--- src/rtl/id_ex_pipe_reg_pkg.sv ---
// Shared widths, control-bundle bit indices, forwarding encodings and the ID/EX payload type.
package id_ex_pipe_reg_pkg;

    localparam int unsigned XLEN   = 64;
    localparam int unsigned CTRL_W = 8;
    localparam int unsigned REG_AW = 5;
    localparam int unsigned CNT_W  = 32;

    // Control bundle: {reg_write, mem_read, mem_write, mem_to_reg, alu_src, branch, alu_op[1:0]}
    localparam int unsigned CTRL_REG_WRITE = 7;
    localparam int unsigned CTRL_MEM_READ  = 6;
    localparam int unsigned CTRL_MEM_WRITE = 5;
    localparam int unsigned CTRL_MEM_TO_REG = 4;
    localparam int unsigned CTRL_ALU_SRC   = 3;
    localparam int unsigned CTRL_BRANCH    = 2;
    localparam int unsigned CTRL_ALU_OP_HI = 1;
    localparam int unsigned CTRL_ALU_OP_LO = 0;

    typedef enum logic [1:0] {
        FWD_REG = 2'b00,
        FWD_WB  = 2'b01,
        FWD_MEM = 2'b10
    } fwd_sel_e;

    typedef struct packed {
        logic              valid;
        logic [XLEN-1:0]   pc;
        logic [XLEN-1:0]   rs1_data;
        logic [XLEN-1:0]   rs2_data;
        logic [XLEN-1:0]   imm;
        logic [REG_AW-1:0] rs1;
        logic [REG_AW-1:0] rs2;
        logic [REG_AW-1:0] rd;
        logic [CTRL_W-1:0] ctrl;
    } id_ex_payload_t;

endpackage

--- src/rtl/id_ex_pipe_reg_if.sv ---
// ID-side inputs, WB bypass source and EX-side outputs of the ID/EX pipeline register.
interface id_ex_pipe_reg_if;
    import id_ex_pipe_reg_pkg::*;

    logic                id_valid;
    logic [XLEN-1:0]     id_pc;
    logic [XLEN-1:0]     id_rs1_data;
    logic [XLEN-1:0]     id_rs2_data;
    logic [XLEN-1:0]     id_imm;
    logic [REG_AW-1:0]   id_rs1;
    logic [REG_AW-1:0]   id_rs2;
    logic [REG_AW-1:0]   id_rd;
    logic [CTRL_W-1:0]   id_ctrl;

    logic                wb_reg_write;
    logic [REG_AW-1:0]   wb_rd;
    logic [XLEN-1:0]     wb_data;

    logic                ex_valid;
    logic [XLEN-1:0]     ex_pc;
    logic [XLEN-1:0]     ex_rs1_data;
    logic [XLEN-1:0]     ex_rs2_data;
    logic [XLEN-1:0]     ex_imm;
    logic [REG_AW-1:0]   ex_rs1;
    logic [REG_AW-1:0]   ex_rs2;
    logic [REG_AW-1:0]   ex_rd;
    logic [CTRL_W-1:0]   ex_ctrl;
    logic                load_use_hazard;

    modport master (
        output id_valid, id_pc, id_rs1_data, id_rs2_data, id_imm, id_rs1, id_rs2, id_rd, id_ctrl,
        output wb_reg_write, wb_rd, wb_data,
        input  ex_valid, ex_pc, ex_rs1_data, ex_rs2_data, ex_imm, ex_rs1, ex_rs2, ex_rd, ex_ctrl,
        input  load_use_hazard
    );

    modport slave (
        input  id_valid, id_pc, id_rs1_data, id_rs2_data, id_imm, id_rs1, id_rs2, id_rd, id_ctrl,
        input  wb_reg_write, wb_rd, wb_data,
        output ex_valid, ex_pc, ex_rs1_data, ex_rs2_data, ex_imm, ex_rs1, ex_rs2, ex_rd, ex_ctrl,
        output load_use_hazard
    );

endinterface

--- src/rtl/id_ex_pipe_reg_wb_bypass_sel.sv ---
// Per-operand write-back bypass: replaces the operand with wb_data when WB writes the same non-x0 register.
module wb_bypass_sel
    import id_ex_pipe_reg_pkg::*;
(
    input  logic [REG_AW-1:0] rs,
    input  logic [XLEN-1:0]   base_data,
    input  logic              wb_reg_write,
    input  logic [REG_AW-1:0] wb_rd,
    input  logic [XLEN-1:0]   wb_data,
    output logic [XLEN-1:0]   data_c
);

    fwd_sel_e sel_c;

    always_comb begin
        sel_c = FWD_REG;
        if (wb_reg_write && (wb_rd != '0) && (wb_rd == rs)) begin
            sel_c = FWD_WB;
        end
    end

    always_comb begin
        data_c = base_data;
        if (sel_c == FWD_WB) begin
            data_c = wb_data;
        end
    end

endmodule

--- src/rtl/id_ex_pipe_reg.sv ---
// ID/EX pipeline register with stall hold, flush-to-bubble, WB bypass and load-use hazard detect.
// Optional bubble counter output enabled by defining ID_EX_BUBBLE_CNT_EN.
module id_ex_pipe_reg
    import id_ex_pipe_reg_pkg::*;
(
    input  logic             clk,
    input  logic             reset,
    input  logic             stall,
    input  logic             flush,
`ifdef ID_EX_BUBBLE_CNT_EN
    output logic [CNT_W-1:0] bubble_count,
`endif
    id_ex_pipe_reg_if.slave  bus
);

    id_ex_payload_t    ex_q;
    logic [REG_AW-1:0] rs1_src_c;
    logic [REG_AW-1:0] rs2_src_c;
    logic [XLEN-1:0]   rs1_base_c;
    logic [XLEN-1:0]   rs2_base_c;
    logic [XLEN-1:0]   rs1_byp_c;
    logic [XLEN-1:0]   rs2_byp_c;

    // On stall the bypass compares against the held addresses, otherwise against the incoming ones.
    assign rs1_src_c  = stall ? ex_q.rs1      : bus.id_rs1;
    assign rs2_src_c  = stall ? ex_q.rs2      : bus.id_rs2;
    assign rs1_base_c = stall ? ex_q.rs1_data : bus.id_rs1_data;
    assign rs2_base_c = stall ? ex_q.rs2_data : bus.id_rs2_data;

    wb_bypass_sel u_byp_rs1 (
        .rs           (rs1_src_c),
        .base_data    (rs1_base_c),
        .wb_reg_write (bus.wb_reg_write),
        .wb_rd        (bus.wb_rd),
        .wb_data      (bus.wb_data),
        .data_c       (rs1_byp_c)
    );

    wb_bypass_sel u_byp_rs2 (
        .rs           (rs2_src_c),
        .base_data    (rs2_base_c),
        .wb_reg_write (bus.wb_reg_write),
        .wb_rd        (bus.wb_rd),
        .wb_data      (bus.wb_data),
        .data_c       (rs2_byp_c)
    );

    always_ff @(posedge clk) begin
        if (reset) begin
            ex_q <= '0;
        end else if (flush) begin
            ex_q.valid <= 1'b0;
            ex_q.ctrl  <= '0;
            ex_q.rd    <= '0;
        end else if (stall) begin
            ex_q.rs1_data <= rs1_byp_c;
            ex_q.rs2_data <= rs2_byp_c;
        end else begin
            ex_q <= '{valid:    bus.id_valid,
                      pc:       bus.id_pc,
                      rs1_data: rs1_byp_c,
                      rs2_data: rs2_byp_c,
                      imm:      bus.id_imm,
                      rs1:      bus.id_rs1,
                      rs2:      bus.id_rs2,
                      rd:       bus.id_rd,
                      ctrl:     bus.id_ctrl};
        end
    end

    assign bus.ex_valid    = ex_q.valid;
    assign bus.ex_pc       = ex_q.pc;
    assign bus.ex_rs1_data = ex_q.rs1_data;
    assign bus.ex_rs2_data = ex_q.rs2_data;
    assign bus.ex_imm      = ex_q.imm;
    assign bus.ex_rs1      = ex_q.rs1;
    assign bus.ex_rs2      = ex_q.rs2;
    assign bus.ex_rd       = ex_q.rd;
    assign bus.ex_ctrl     = ex_q.ctrl;

    // A load in EX whose destination is read by the instruction in ID.
    assign bus.load_use_hazard = ex_q.valid & ex_q.ctrl[CTRL_MEM_READ] & (ex_q.rd != '0) &
                                 bus.id_valid &
                                 ((ex_q.rd == bus.id_rs1) | (ex_q.rd == bus.id_rs2));

`ifdef ID_EX_BUBBLE_CNT_EN
    logic [CNT_W-1:0] bubble_q;

    // Counts edges that write an invalid slot; saturates at all-ones.
    always_ff @(posedge clk) begin
        if (reset) begin
            bubble_q <= '0;
        end else if (flush || (!stall && !bus.id_valid)) begin
            if (bubble_q != '1) begin
                bubble_q <= bubble_q + CNT_W'(1);
            end
        end
    end

    assign bubble_count = bubble_q;
`endif

endmodule
--- src/flat_wrapper.sv ---
// flat-port wrapper written by rule: the top's interface ports become plain ports
module id_ex_pipe_reg_flat import id_ex_pipe_reg_pkg::*;
  (clk, reset, stall, flush, bus_id_valid, bus_id_pc, bus_id_rs1_data, bus_id_rs2_data, bus_id_imm, bus_id_rs1, bus_id_rs2, bus_id_rd, bus_id_ctrl, bus_wb_reg_write, bus_wb_rd, bus_wb_data, bus_ex_valid, bus_ex_pc, bus_ex_rs1_data, bus_ex_rs2_data, bus_ex_imm, bus_ex_rs1, bus_ex_rs2, bus_ex_rd, bus_ex_ctrl, bus_load_use_hazard);
  id_ex_pipe_reg_if bus_i ();
  input  logic clk;
  input  logic reset;
  input  logic stall;
  input  logic flush;
  input wire logic [$bits(bus_i.id_valid)-1:0] bus_id_valid;
  input wire logic [$bits(bus_i.id_pc)-1:0] bus_id_pc;
  input wire logic [$bits(bus_i.id_rs1_data)-1:0] bus_id_rs1_data;
  input wire logic [$bits(bus_i.id_rs2_data)-1:0] bus_id_rs2_data;
  input wire logic [$bits(bus_i.id_imm)-1:0] bus_id_imm;
  input wire logic [$bits(bus_i.id_rs1)-1:0] bus_id_rs1;
  input wire logic [$bits(bus_i.id_rs2)-1:0] bus_id_rs2;
  input wire logic [$bits(bus_i.id_rd)-1:0] bus_id_rd;
  input wire logic [$bits(bus_i.id_ctrl)-1:0] bus_id_ctrl;
  input wire logic [$bits(bus_i.wb_reg_write)-1:0] bus_wb_reg_write;
  input wire logic [$bits(bus_i.wb_rd)-1:0] bus_wb_rd;
  input wire logic [$bits(bus_i.wb_data)-1:0] bus_wb_data;
  output wire logic [$bits(bus_i.ex_valid)-1:0] bus_ex_valid;
  output wire logic [$bits(bus_i.ex_pc)-1:0] bus_ex_pc;
  output wire logic [$bits(bus_i.ex_rs1_data)-1:0] bus_ex_rs1_data;
  output wire logic [$bits(bus_i.ex_rs2_data)-1:0] bus_ex_rs2_data;
  output wire logic [$bits(bus_i.ex_imm)-1:0] bus_ex_imm;
  output wire logic [$bits(bus_i.ex_rs1)-1:0] bus_ex_rs1;
  output wire logic [$bits(bus_i.ex_rs2)-1:0] bus_ex_rs2;
  output wire logic [$bits(bus_i.ex_rd)-1:0] bus_ex_rd;
  output wire logic [$bits(bus_i.ex_ctrl)-1:0] bus_ex_ctrl;
  output wire logic [$bits(bus_i.load_use_hazard)-1:0] bus_load_use_hazard;
  assign bus_i.id_valid = bus_id_valid;
  assign bus_i.id_pc = bus_id_pc;
  assign bus_i.id_rs1_data = bus_id_rs1_data;
  assign bus_i.id_rs2_data = bus_id_rs2_data;
  assign bus_i.id_imm = bus_id_imm;
  assign bus_i.id_rs1 = bus_id_rs1;
  assign bus_i.id_rs2 = bus_id_rs2;
  assign bus_i.id_rd = bus_id_rd;
  assign bus_i.id_ctrl = bus_id_ctrl;
  assign bus_i.wb_reg_write = bus_wb_reg_write;
  assign bus_i.wb_rd = bus_wb_rd;
  assign bus_i.wb_data = bus_wb_data;
  assign bus_ex_valid = bus_i.ex_valid;
  assign bus_ex_pc = bus_i.ex_pc;
  assign bus_ex_rs1_data = bus_i.ex_rs1_data;
  assign bus_ex_rs2_data = bus_i.ex_rs2_data;
  assign bus_ex_imm = bus_i.ex_imm;
  assign bus_ex_rs1 = bus_i.ex_rs1;
  assign bus_ex_rs2 = bus_i.ex_rs2;
  assign bus_ex_rd = bus_i.ex_rd;
  assign bus_ex_ctrl = bus_i.ex_ctrl;
  assign bus_load_use_hazard = bus_i.load_use_hazard;
  id_ex_pipe_reg u_core (.clk(clk), .reset(reset), .stall(stall), .flush(flush), .bus(bus_i));
endmodule
--- config.mk ---
export PLATFORM = sky130hd
export DESIGN_NAME = id_ex_pipe_reg_flat
export DESIGN_NICKNAME = d
export VERILOG_FILES = /design/src/rtl/id_ex_pipe_reg_pkg.sv /design/src/rtl/id_ex_pipe_reg_if.sv /design/src/rtl/id_ex_pipe_reg_wb_bypass_sel.sv /design/src/rtl/id_ex_pipe_reg.sv /design/src/flat_wrapper.sv
export SDC_FILE = /design/constraint.sdc
export NUM_CORES = 1
export LEC_CHECK = 0
export ABC_AREA = 1
export CORE_AREA = 2 2 244 246
export DETAILED_ROUTE_END_ITERATION = 16
export DIE_AREA = 0 0 246 248
export HOLD_SLACK_MARGIN = 0.06
export SLEW_MARGIN = 20
export SYNTH_ARGS = -nofsm -noshare
export SYNTH_HDL_FRONTEND = slang
export SYNTH_SLANG_ARGS = --single-unit
--- constraint.sdc ---
create_clock -name clk -period 3.4 [get_ports clk]
set_clock_uncertainty 0.2 [all_clocks]
set_input_delay 0.85 -clock clk [delete_from_list [all_inputs] [get_ports clk]]
set_output_delay 0.85 -clock clk [all_outputs]
set_load 0.02 [all_outputs]
-- Yosys cells after proc, flatten, opt, wreduce, memory -nomap -nowiden
Cells that the tools add are included.
- logic and storage cells: 41
- bits of input ports: 354
- output and inout bits: 281
- register bits: 280
- mux-type cells: 8
- reduce and logical (&&, ||, !) cells: 9
- eq/ne operators: 8
- bitwise gates (word level): 7
- operators by type and width (kind ; number):
    2-to-1 mux 64 bit ; 4
    == test 5 bit ; 4
    2-to-1 mux 5 bit ; 2
    nonzero test 5 bit ; 2
    AND reduction 2 bit ; 3
    bitwise AND 1 bit ; 4
    == test 2 x 1 -> 1 bit (second input constant) ; 2
    != test 2 x 1 -> 1 bit (second input constant) ; 2
    logical AND 1 bit ; 3
    2-to-1 mux 1 bit ; 2
    NOT 1 bit ; 2
    OR reduction 2 bit ; 1
    bitwise OR 1 bit ; 1

-- Depth between registers and ports, before layout
- depth in word-level cells: 7
- depth in mapped cells: 14
- mapped depth without buffers: 11

-- By module
Synthesis repeated with hierarchy kept, for this count alone.
- cell total of the unflattened synthesis: 2182
- area total of the unflattened synthesis: 14187.4 sq um
- modules (own cells, without submodules) (module ; area each (sq um) ; seq. area each (sq um) ; cells each ; times used):
    id_ex_pipe_reg ; 11492.3 ; 5605.4 ; 1686 ; 1
    wb_bypass_sel ; 1347.5 ; 0.0 ; 248 ; 2

-- Worst setup path after synthesis
Ideal clock, no wire load.
- path kind: input port to output port
- start point: input bus_id_rs1[4]
- end point: output bus_load_use_hazard
- data arrival time: 1606 ps
- setup slack: 744 ps
- stages on the path: 5
- data required time: 2350 ps
- buffers on the path: 0
- cell sequence: xnor2_1 > o221ai_1 > nor2_1 > nand3b_1 > a21oi_1
- cells in the longest elaborated chain, start to end: 3
- ends and longest elaborated chain (item ; line ; RTL):
    start, declared ; flat_wrapper.sv:14 ; input wire logic [$bits(bus_i.id_rs1)-1:0] bus_id_rs1;
    == test 5 bit ; id_ex_pipe_reg.sv:84 ; ((ex_q.rd == bus.id_rs1) | (ex_q.rd == bus.id_rs2));
    bitwise OR 1 bit ; id_ex_pipe_reg.sv:84 ;
    bitwise AND 1 bit ; id_ex_pipe_reg.sv:83 ; bus.id_valid &
    end, declared ; flat_wrapper.sv:30 ; output wire logic [$bits(bus_i.load_use_hazard)-1:0] bus_load_use_hazard;
Every way passes these cells.

-- Final worst setup path
- start point: input bus_id_rs2[0]
- end point: output bus_load_use_hazard
- cells in the longest elaborated chain, start to end: 3
- ends and longest elaborated chain (item ; line ; RTL):
    start, declared ; flat_wrapper.sv:15 ; input wire logic [$bits(bus_i.id_rs2)-1:0] bus_id_rs2;
    == test 5 bit ; id_ex_pipe_reg.sv:84 ;
    bitwise OR 1 bit ; id_ex_pipe_reg.sv:84 ;
    bitwise AND 1 bit ; id_ex_pipe_reg.sv:83 ;
Every way passes these cells.

==> impl_results.md <==
- Outcome: complete, no violations
- Finished Cell Area: 21890 um^2
- GR Util met1: 0.2210
- Vias: 15.14k
- Fmax: 314.1 MHz
- Worst EP arrival: 2.13 ns
- Final Hold Vio Count: 0
- Final WS setup: 0.2158 ns
- Hold Slack: 0.2694 ns
- Crit share post-route: 0.9365
- Met2 Usage GRT: 0.3324
- TNS Setup: 0 ns
- Clock sink total: 280
- Max-cap violation count: 0
- Hold Startpoint: u_core.bus.ex_ctrl[4]
- Ys Warns: 0
- Crit Path Max Fanout: 4
- RSZ-0062 raised after global routing: false
- Avg Inst Size Synth: 6.480 um^2
- Count of cell types in the netlist: 29
- Final Power: 9.756 mW
- Cell Area, Placed: 20720 um^2
- Place WS: -0.2202 ns
- Mapped Nets: 2400
- DIE WIDTH: 246 um
- Vias/cell: 4.389
- Measured slew at the worst slew-check pin: 0.6410 ns
- Critical Path End Type: primary output
- Clk slew on worst S/H paths: 0.06 ns
- Io pins: 635
- Worst setup path start: bus_id_rs2[0]
- Final setup viols: 0
- Met3 Track Usage GR: 0.06261
- Clock Tree Root: clkbuf_16
- Gpl congestion: 0.8851
- Die area: 61010 um^2
- Peak supply drop: 395.6 uV
- DR WL/cell: 17.90 um
- Max Slew Vio Count: 0
- Hold Crit Class: flop to flop
- Busiest grt layer: met2
- Finished Layout Cells: 3449
- Synth Register Bits: 280
- CTS tree: yes
- Core Area: 58460 um^2
- Ys async rst share: 0
- Share of the yosys chip area belonging to registers: 0.4228
- Synth Flop Type: dfxtp_1
- CP Class: input port to primary output
- Drt initial violations: 800
- H-tree levels: 2
- Total GRT Usage: 0.1910
- Share of cells above drive strength 1: 0.05836
- Setup bufs post-CTS: 0
- Chip height: 248 um
- Port buffer count: 634
- Syn Inst Count: 2046
- Layout area overhead: 65.11%
- Leakage: 9.777 nW
- First-pass GRT wire length: 89050 um
- Min cycle time layout: 3.184 ns
- Slew margin rel.: 0.5726
- Initial core utilization: 0.2268
- Remaining global-route overflow: 0
- Clock tree buffer depth: 3
- PD cells: 445.6 nW/um^2
- Mapped Area: 13260 um^2
- Hold Buf Count CTS: 0
- Placed insts: 3387
- Residual DRC: 0
- Post-synth EDFFs: 0
- WL final: 61730 um
- Pin count of the biggest net entering global routing: 135
- WP data required: 2.35 ns
- Drt first pass iters: 5
- Post-DRT Antenna Nets: 0
- Initial antenna violation count: 4
- Startpoint Class: input port
- Final Net Count: 3005
- Layout Utilization: 0.3745
- CTS buffer count: 35
- DPL Wire Length: 44960 um
- # rows: 89
- Reg2reg start: u_core.bus.ex_rs1[2]
- Vias in the first global route: 14.55k
- Clock latency on the worst-skew pair: 0.54 ns
## worst paths after layout
path	end	cells past startpoint	slack, ns
worst min register to register	u_core.bus.ex_ctrl[4]	2	0.27
worst max-delay path	bus_load_use_hazard	6	0.22
worst min-delay path	u_core.bus.ex_ctrl[4]	2	0.27
worst max register to register	u_core.bus.ex_rs1_data[49]	12	1.34
## repair_timing
| action | CTS | global route |
|---|---|---|
| resized for setup | 1 | 2 |
| endpoints found under the setup margin | 1 | 1 |
| pin swaps | 0 | 0 |
## metal layers
layer	part of all wire	routed length, um
met5	0	0
met4	0.026	1592
met2	0.48	29890
met3	0.098	6079
met1	0.39	24170
## flip-flops by register name, summed over array words and instances, names as in the netlist
register / count
u_core.bus.ex_rs2: 5
u_core.bus.ex_ctrl: 8
u_core.bus.ex_imm: 64
u_core.bus.ex_rs1: 5
u_core.bus.ex_rd: 5
u_core.bus.ex_valid: 1
u_core.bus.ex_pc: 64
u_core.bus.ex_rs1_data: 64
u_core.bus.ex_rs2_data: 64
## critical path, cell delays in order
cell             delay [ns]
clkdlybuf4s50_1        0.48
xor2_1                 0.19
nor3_1                 0.17
nand3_1                0.10
a21oi_1                0.16
clkbuf_2               0.18
## final cells by class
cell class	instances	area, um^2
Clock inverter	10	140.1
Fill cell	6137	36570
Inverter	154	593.1
Tap cell	773	967.2
Multi-Input combinational cell	1461	6259
Antenna cell	3	7.507
Sequential cell	280	5605
Clock buffer	49	1028
Timing Repair Buffer	719	7292
## cell families (layout without fill, tap and decap cells)
kind of cell    count (synthesis)  after routing  share of synthesized area
buf+inv                       305            932                     0.1065
xor+xnor                        5              5                   0.003303
compound gates                164            164                    0.06275
flops                         280            280                     0.4228
simple gates                 1292           1292                     0.4046
other cells                     0              3                          0
## placed cells by master, fill, tap and decap left out, types with 3 or more instances in the layout
cell and instances:
inv_6 4, nand4_1 65, diode_2 3, nand3_1 216
clkdlybuf4s50_1 633, dfxtp_1 280, clkbuf_1 4, nand2_1 474
inv_1 151, clkinv_2 3, a21oi_1 24, nor2_1 522
clkbuf_8 10, xor2_1 3, bufinv_16 3, buf_12 25
clkbuf_16 35, buf_4 60, nor2_4 6, o21ai_0 135
## cell usage after synthesis (3+ instances only)
cell type	n	area, um^2
nor2_4	4	45.04
inv_1	151	566.8
buf_4	9	67.56
nand4_1	65	406.6
nand3_1	217	1086
buf_6	22	247.7
buf_2	53	265.3
dfxtp_1	280	5605
xor2_1	3	26.28
nor2_1	522	1959
a21oi_1	24	120.1
nand2_1	475	1783
o21ai_0	135	675.7
clkbuf_1	58	217.7
buf_1	9	33.78
## where the power goes
part | total, mW | switching [mW] | leakage [nW] | internal, mW
Sequential | 3.63 | 0.121 | 2.31 | 3.51
Combinational | 2.23 | 1.16 | 6.89 | 1.07
Clock | 3.90 | 1.56 | 0.580 | 2.34
(Power assumes the default switching activity.)
